**config.mk**
```make
export PLATFORM = sky130hd
export DESIGN_NAME = bitonic_sort_loader
export DESIGN_NICKNAME = d
export VERILOG_FILES = /design/src/rtl/bitonic_sort_loader_pkg.sv /design/src/rtl/bitonic_sort_loader.sv
export SDC_FILE = /design/constraint.sdc
export NUM_CORES = 1
export LEC_CHECK = 0
export BUFFER_PORTS_ARGS = -buffer_cell sky130_fd_sc_hd__buf_4
export CORE_MARGIN = 2
export CORE_UTILIZATION = 50
export CTS_CLUSTER_SIZE = 20
export DETAILED_ROUTE_END_ITERATION = 7
export GPL_ROUTABILITY_DRIVEN = 0
export PLACE_DENSITY = 0.78
export SLEW_MARGIN = 20
export SYNTH_ARGS = -nofsm -noshare
export SYNTH_HDL_FRONTEND = slang
export SYNTH_SLANG_ARGS = --single-unit
```
**constraint.sdc**
```tcl
create_clock -name clock -period 19.75 [get_ports clock]
set_input_delay 2.9625 -clock clock [delete_from_list [all_inputs] [get_ports clock]]
set_output_delay 2.9625 -clock clock [all_outputs]
set_load 0.01 [all_outputs]
```
**src/rtl/bitonic_sort_loader_pkg.sv**
```systemverilog
// Shared definitions for the bitonic sort stages: loader state encoding,
// batch-size log2 helper and the all-ones padding constant.
package bitonic_sort_loader_pkg;

  // Loader states; encoding is shared with the other bitonic stages.
  typedef enum logic [1:0] {
    ST_FILL = 2'd0,
    ST_PAD  = 2'd1,
    ST_HOLD = 2'd2
  } loader_state_e;

  // Widest element any bitonic stage is expected to carry.
  localparam int unsigned MAX_WAY_WIDTH = 1024;

  // Padding value: maximum unsigned, so pads sort to the top in ascending order.
  // Stages slice the low SINGLE_WAY_WIDTH_IN_BITS bits.
  localparam logic [MAX_WAY_WIDTH-1:0] PAD_ALL_ONES = {MAX_WAY_WIDTH{1'b1}};

  // log2 of the batch size (NUM_WAY is a power of two).
  function automatic int unsigned num_way_log2(input int unsigned num_way);
    return $clog2(num_way);
  endfunction

endpackage

```
**src/rtl/bitonic_sort_loader.sv**
```systemverilog
// Collects up to NUM_WAY unsigned elements into a flat batch, pads short
// batches with all-ones and holds the batch until the downstream sorter takes it.
module bitonic_sort_loader
  import bitonic_sort_loader_pkg::*;
#(
  parameter int SINGLE_WAY_WIDTH_IN_BITS = 32,
  parameter int NUM_WAY                  = 16
) (
  input  logic                                         clock,
  input  logic                                         reset,
  input  logic                                         in_valid,
  output logic                                         in_ready,
  input  logic [SINGLE_WAY_WIDTH_IN_BITS-1:0]          in_data,
  input  logic                                         in_last,
  output logic                                         out_valid,
  input  logic                                         out_ready,
  output logic [SINGLE_WAY_WIDTH_IN_BITS*NUM_WAY-1:0]  out_flatted,
  output logic [num_way_log2(NUM_WAY):0]               out_count
);

  localparam int W    = SINGLE_WAY_WIDTH_IN_BITS;
  localparam int LOG2 = num_way_log2(NUM_WAY);
  localparam int CW   = LOG2 + 1;

  localparam logic [CW-1:0] FULL_CNT = CW'(NUM_WAY);
  localparam logic [CW-1:0] ONE_CNT  = CW'(1);
  localparam logic [CW-1:0] ZERO_CNT = CW'(0);
  localparam logic [W-1:0]  PAD_VAL  = PAD_ALL_ONES[W-1:0];

  loader_state_e                  state_q, state_d;
  logic [CW-1:0]                  count_q, count_d;
  logic [NUM_WAY-1:0][W-1:0]      slots_q, slots_d;
  logic [CW-1:0]                  count_inc_s;
  logic                           accept_s;

  // Outputs are decoded from state or taken straight from registers.
  assign in_ready    = (state_q == ST_FILL) & ~reset;
  assign out_valid   = (state_q == ST_HOLD);
  assign out_count   = count_q;
  assign out_flatted = slots_q;

  assign accept_s    = in_valid & in_ready;
  assign count_inc_s = count_q + ONE_CNT;

  // Next-state, counter and slot updates for fill, pad and hold.
  always_comb begin
    state_d = state_q;
    count_d = count_q;
    slots_d = slots_q;
    case (state_q)
      ST_FILL: begin
        if (accept_s) begin
          slots_d[count_q[LOG2-1:0]] = in_data;
          count_d                    = count_inc_s;
          if (count_inc_s == FULL_CNT) begin
            state_d = ST_HOLD;
          end else if (in_last) begin
            state_d = ST_PAD;
          end else begin
            state_d = ST_FILL;
          end
        end else begin
          state_d = ST_FILL;
        end
      end
      ST_PAD: begin
        // Fill every unused slot in a single cycle.
        for (int k = 0; k < NUM_WAY; k++) begin
          if (CW'(k) >= count_q) begin
            slots_d[k] = PAD_VAL;
          end else begin
            slots_d[k] = slots_q[k];
          end
        end
        state_d = ST_HOLD;
      end
      ST_HOLD: begin
        if (out_ready) begin
          count_d = ZERO_CNT;
          state_d = ST_FILL;
        end else begin
          state_d = ST_HOLD;
        end
      end
      default: begin
        state_d = ST_FILL;
        count_d = ZERO_CNT;
      end
    endcase
  end

  // State, count and slot registers; reset discards any batch in progress.
  always_ff @(posedge clock or posedge reset) begin
    if (reset) begin
      state_q <= ST_FILL;
      count_q <= ZERO_CNT;
      slots_q <= '0;
    end else begin
      state_q <= state_d;
      count_q <= count_d;
      slots_q <= slots_d;
    end
  end

endmodule

```
# After elaboration in Yosys (flattened, before gate mapping)
# Index checks and enable logic that the tools add are counted.
[word_totals] wordCells=111 input_bits=37 regBits=519 output_inout_bits=519
[op_classes] reduce_logical=20 order_cmp=18 add_sub_neg=1 bitwise_logic=4 eq_ne=21 n_mux=29
[op_table] op="$pmux 512 s2" n=1
[op_table] op="$mux 32" n=17
[op_table] op="$bwmux 512" n=1
[op_table] op="$mux 512" n=1
[op_table] op="$demux 32 s4" n=1
[op_table] op="$reduce_and 3->1" n=17
[op_table] op="$ge 4x5->1 const A" n=8
[op_table] op="$ne 2x2->1 const B" n=17
[op_table] op="$ge 3x5->1 const A" n=4
[op_table] op="$pmux 5 s3" n=1
[op_table] op="$ge 1x5->1 const A" n=2
[op_table] op="$ge 2x5->1 const A" n=2
[op_table] op="$mux 5" n=2
[op_table] op="$mux 2" n=3
[op_table] op="$pmux 2 s3" n=1
[op_table] op="$add 5x1->5 const B" n=1
[op_table] op="$eq 5x5->1 const B" n=1
[op_table] op="$lt 4x5->1 const B" n=1
[op_table] op="$ge 4x1->1 const B" n=1
[op_table] op="$and 1x1->1" n=2
[op_table] op="$eq 2x1->1 const B" n=1
[op_table] op="$eq 2x2->1 const B" n=1
[op_table] op="$logic_not 2->1" n=1
[op_table] op="$ne 2x1->1 const B" n=1
[op_table] op="4 further kinds" n=5

# Depth between registers and ports, before layout
# Gate-level depths: netlist (run 1).
[logic_depth] ltp_word=7 mapped_depth=8 depth_no_buf=6

# Worst setup path after synthesis (run 1)
# OpenSTA, ideal clock, no wires.
[synth_timing] path_kind="input -> output" start="input port reset" end="output port in_ready" t_arrival_ns=3.221 n_path_buf=0 path_slack_ns=13.566 required_ns=16.788 stages=1 cell_sequence="nor3_1"
[synth_via] elab_chain_cells=2
[synth_rtl] element="from (decl)" line="bitonic_sort_loader.sv:10" text="input logic reset,"
[synth_rtl] element="$not 1->1" line="bitonic_sort_loader.sv:37" text="assign in_ready = (state_q == ST_FILL) & ~reset;"
[synth_rtl] element="$and 1x1->1" line="bitonic_sort_loader.sv:37"
[synth_rtl] element="to (decl)" line="bitonic_sort_loader.sv:12" text="output logic in_ready,"
# No other way between the ends.

# Worst setup path after layout (run 1)
# Ends and elaborated chain as after synthesis.

==> results.tsv, run 1 <==
metric	value	unit
Setup TNS Final	0	ns
Post-Syn Area	21970	um^2
final setup fails	0	
Post-synth EDFFs	0	
TritonCTS Buffers	51	
Ys Warns	0	
Initial Util	50.79	%
die area	45640	um^2
Worst VDD drop	106.3	uV
worst min-delay path category	flop to flop	
Reg2Reg Setup Slack	15.80	ns
initial antenna violation count	0	
synthesized flop and latch total	519	
largest net degree at the start of global routing	230	
worst path required time	16.79	ns
vias in the first global route	17820	
Lkg Pwr	0.01345	uW
Die X	213.6	um
routed vias/inst	5.844	
Crit Path Max Fanout	6	
first-pass GRT wire length	109900	um
clock root cell	clkbuf_16	
Final period util	32.50	%
DRC viols	0	
hold buffers post-CTS	0	
critical path class	input pin to primary output	
area post-placement	26450	um^2
Tmin final	6.419	ns
Netlist cell types	51	
Mapped Nets	2085	
Mapped Cells	2044	
RSZ-0062 raised after global routing	false	
FP Rows	76	
DR iter-0 viols	1919	
final hold viol count	0	
Total Routing Usage GR	31.98	%
Clock Pin Slew Worst Setup and Hold Paths	0.06	ns
post-CTS setup buffer count	0	
total power	4206	uW
commonest non-fill, non-tap cell in the layout	buf_4	
IO buf count	555	
Max Root-Sink Buffers	3	
Avg Cell Area, Syn	10.75	um^2
ANT cells	0	
main flop type after synthesis	dfrtp_1	
outcome	completed	
via count	18160	
Layout Cells excl Fill	3107	
Synth async-reset ratio	100.0	%
CP Capture Type	primary output	
DR WL/cell	24.12	um
H-tree levels	2	
CTS tree	built	
post-route cell area	28220	um^2
Critical Path AT	3.46	ns
post-route ant nets	0	
drt pass-1 iters	5	
power per cell area	149.1	nW/um^2
Startpoint Class	input pin	
Syn-to-layout area delta	28.41	%
register area share after synthesis	59.10	%
fin util	65.22	%
Max Cap Violations	0	
Gates resized, CTS repair	0	
share of cells above drive strength 1	31.17	%
core area	43270	um^2
max frequency	155.8	MHz
Worst Clk Skew	0.01552	ns
relative slew slack	23.27	%
Inst Count DP	3016	
worst-skew pair later-pin latency	0.59	ns
top-level port count	556	
post-detail-place hpwl	48530	um
Pins Over Slew Limit	0	
most frequent cells in the layout	buf_4, dfrtp_1, a21oi_1	
overall die height	213.6	um
Fill cells	3337	
routed wire length	74940	um
Nets	2525	
grt ovf	0	
Least-Margin Pin Slew	1.151	ns
CTS sink count	519	
## report_power, final
group          switching (uW)  total, uW  internal, uW
combinational             764       1490           725
clock                     418       1030           608
sequential                249       1690          1440
## cell families after synthesis
family                   Yosys count  share of synthesized area [%]
AO/OA/AOI/OAI                    515                          13.61
buffers and inverters            463                          8.302
multiplexers                     224                          10.75
AND/OR/NAND/NOR                  319                          8.005
adder cells (fa/ha/maj)            4                         0.2278
flip-flops                       519                          59.10
## worst paths after layout
path,from,endpoint,cells after the start
hold reg to reg,out_flatted[32],out_flatted[32],2
min in group asynchronous,reset,out_flatted[259],2
setup reg to reg,state_q[0],out_flatted[212],6
hold / removal,out_flatted[32],out_flatted[32],2
max in group asynchronous,reset,out_flatted[426],4
setup / recovery,reset,in_ready,3
## metal layers
layer / vias to the layer above / routed length, um / track usage (%)
met3: 201 / 7286 / 10.02
met4: 0 / 3527 / 14.58
met1: 9201 / 29040 / 40.59
met5: - / 0 / 0
met2: 913 / 35080 / 50.46
li1: 7842 / - / -
## area by class of cell
cell class,count,area [um^2],area share [%]
Timing Repair Buffer,590,4491,15.91
Tap cell,585,732.0,2.594
Inverter,260,983.4,3.485
Multi-Input combinational cell,1062,7266,25.75
Sequential cell,519,12990,46.03
Clock inverter,13,197.7,0.7006
Clock buffer,78,1560,5.529
## flip-flops by register name (all words and copies together) (netlist names)
signal       flops
out_count        5
state_q          2
out_flatted    512
## metrics by stage
step / hold slack [ns] / worst slack, ns
after floorplan: 0.5162 / 2.289
after global placement: 0.4652 / 13.38
after detailed placement: 0.4724 / 13.36
after CTS: 0.4854 / 13.34
after global routing: 0.5010 / 13.33
final: 0.4858 / 13.33
## critical path: stages
cell and delay [ns]:
buf_4 0.15, nor3_1 0.17, buf_4 0.16
## cells in the mapped netlist (32+ instances only)
cell / count / area [um^2]
nand2_1: 72 / 270.3
nor2_1: 43 / 161.4
o21ai_0: 76 / 380.4
a2bb2oi_1: 32 / 280.3
mux2_2: 94 / 1059
inv_1: 260 / 975.9
a21oi_1: 324 / 1622
nor4_1: 128 / 800.8
dfrtp_1: 519 / 12990
mux2i_1: 128 / 1281
clkbuf_1: 158 / 593.1
o22a_1: 64 / 560.5
nand2b_1: 34 / 212.7
(Power assumes the default switching activity.)
==> inputs of run 2 (changes only) <==
==> constraint.sdc (replaced) <==
create_clock -name clock -period 6 [get_ports clock]
set_input_delay 0.9 -clock clock [delete_from_list [all_inputs] [get_ports clock]]
set_output_delay 0.9 -clock clock [all_outputs]
set_load 0.01 [all_outputs]
==> run 2 against run 1 <==
Compared with the run above:
- clock power rose to 3.3 times the previous value
- via count is 0.14% lower
- hold slack got worse by 0.0037 ns
- sequential power grew to 3.3 times the previous value
- final cell count hardly changed
- core utilization increased by 0.10 points
- cell area rose by 0.16%
- critical path depth rose by 1
- routed wire length barely moved
- global-route usage rose by 0.28 points
- clock skew about the same
- first-iteration DRC count is 5.8% higher
==> results.tsv, run 2 (synthesis gave the netlist of run 1 again) <==
metric	value	unit	change
post-route ant nets	0		unchanged
largest net degree at the start of global routing	214		-7.0%
Max Cap Violations	0		unchanged
DR iter-0 viols	2030		+5.8%
drt pass-1 iters	5		unchanged
routed vias/inst	5.834		-0.18%
Syn-to-layout area delta	28.61	%	
via count	18130		-0.14%
initial antenna violation count	0		unchanged
switch share	34.03	%	about the same
Tmin final	3.159	ns	
net switching power	4726	uW	+230%
Die X	213.6	um	unchanged
DRC viols	0		unchanged
top-level port count	556		unchanged
CTS tree	built		
Least-Margin Pin Slew	1.185	ns	+0.03387 ns
Lkg Pwr	0.01346	uW	about the same
pre-CTS worst setup slack	2.557	ns	-10.81 ns
slowest CP cell	or3_2		
CP Capture Type	flop		
clock power share	24.4	%	about the same
FP Rows	76		unchanged
area post-placement	26460	um^2	about the same
max frequency	316.6	MHz	
Startpoint Class	flop		
clock root cell	clkbuf_16		
Final period util	52.64	%	
worst-skew pair later-pin latency	0.58	ns	about the same
grt ovf	0		unchanged
die area	45640	um^2	unchanged
hold buffers post-CTS	0		unchanged
overall die height	213.6	um	unchanged
post-detail-place hpwl	48320	um	-0.43%
CTS sink count	519		unchanged
DR WL/cell	24.11	um	about the same
post-CTS setup buffer count	0		unchanged
H-tree levels	2		unchanged
Max Root-Sink Buffers	3		unchanged
Largest stage delay, worst path	0.99	ns	+0.82 ns
first-pass GRT wire length	110900	um	+0.93%
IO buf count	555		unchanged
number of flip-flops under the largest register name	512		unchanged
sequential share of power	40.0	%	-0.2 points
commonest non-fill, non-tap cell in the layout	buf_4		
final setup fails	0		unchanged
Crit Path Max Fanout	39		+33
CP cell instances	nor4b_4, nor2_4, or3_2, mux2i_1		
Clock Pin Slew Worst Setup and Hold Paths	0.06	ns	about the same
RSZ-0062 raised after global routing	false		
Worst Clk Skew	0.01549	ns	-0.00003340 ns
Worst VDD drop	308.6	uV	+190%
outcome	completed		
most frequent cells in the layout	buf_4, dfrtp_1, a21oi_1		
power per cell area	491.4	nW/um^2	+230%
Critical Path AT	3.57	ns	+0.11 ns
relative slew slack	21.01	%	-2.3 points
worst min-delay path category	flop to flop		
Nets	2526		+0.040%
vias in the first global route	17690		-0.75%
Initial Util	50.79	%	unchanged
share of cells above drive strength 1	31.27	%	+0.11 points
Gates resized, CTS repair	0		unchanged
final hold viol count	0		unchanged
Total Routing Usage GR	32.26	%	+0.28 points
total power	13890	uW	+230%
core area	43270	um^2	unchanged
TritonCTS Buffers	52		+2.0%
part of the power in combinational logic	35.6	%	+0.2 points
Internal	9162	uW	+230%
ANT cells	0		unchanged
routed wire length	74940	um	about the same
post-route cell area	28260	um^2	+0.16%
worst path required time	6.41	ns	-10.38 ns
Pins Over Slew Limit	0		unchanged
critical path class	flop to flop		
Setup WS post-layout	2.841	ns	-10.49 ns
[run 2: cell types whose count changed in the layout (fill, tap and decap cells not counted), moves of 2 or more]
cell / before / now
clkbuf_8: 14 / 16
clkinvlp_4: 0 / 3
clkbuf_1: 11 / 9
buf_12: 3 / 5
[run 2: final timing paths]
| kind | cells after the start | slack, ns | to | startpoint |
|---|---|---|---|---|
| max reg2reg | 4 | 2.84 | out_flatted[150] | state_q[1] |
| min reg2reg | 2 | 0.48 | out_flatted[47] | out_flatted[47] |
| max in group asynchronous | 3 | 3.99 | out_flatted[407] | reset |
| min in group asynchronous | 2 | 0.50 | state_q[1] | reset |
| max | 4 | 2.84 | out_flatted[150] | state_q[1] |
| min | 2 | 0.48 | out_flatted[47] | out_flatted[47] |
[run 2: layer usage]
metal	share of wire [%]	routed length [um]	vias to the layer above	global-route usage [%]
li1	-	-	7831	-
met4	4.3	3256	0	14.22
met2	46	34760	931	49.80
met3	11	7870	174	9.168
met5	0	0	-	0
met1	39	29060	9195	42.74
[run 2: worst max-delay path, delay by kind of cell, from the launching register on]
family           cells  cell delay, ns
and+or+nand+nor      3            2.10
DFF                  1            0.62
muxes                1            0.25
[run 2: cell type report]
| class | instances | area [um^2] |
|---|---|---|
| well taps | 585 | 732.0 |
| repair buffers | 590 | 4512 |
| clock buffers | 78 | 1580 |
| multi-input cells | 1062 | 7269 |
| clock inverters | 14 | 200.2 |
| fillers | 3271 | 15010 |
| flip-flops and latches | 519 | 12990 |
| inverters | 260 | 979.7 |
[run 2: per-stage QoR]
step | setup TNS (ns) | hold WS [ns] | std cells | utilization, %
detailed placement | 0 | 0.4717 | 3015 | 61.15
global route | 0 | 0.5019 | 3108 | 65.32
floorplan | -1012.17 | 0.5162 | 2044 | -
global placement | 0 | 0.4651 | 3014 | 61.09
CTS | 0 | 0.4851 | 3107 | 65.27
finish | 0 | 0.4821 | 3108 | 65.32
[run 2: power groups by stage]
stage          Clock [uW]  Combinational (uW)  Sequential, uW
2_1_floorplan           0                1590            6030
3_3_place_gp            0                4790            5530
3_5_place_dp            0                4930            5570
4_1_cts              3430                4940            5550
5_1_grt              3570                5290            5690
6_report             3390                4940            5560
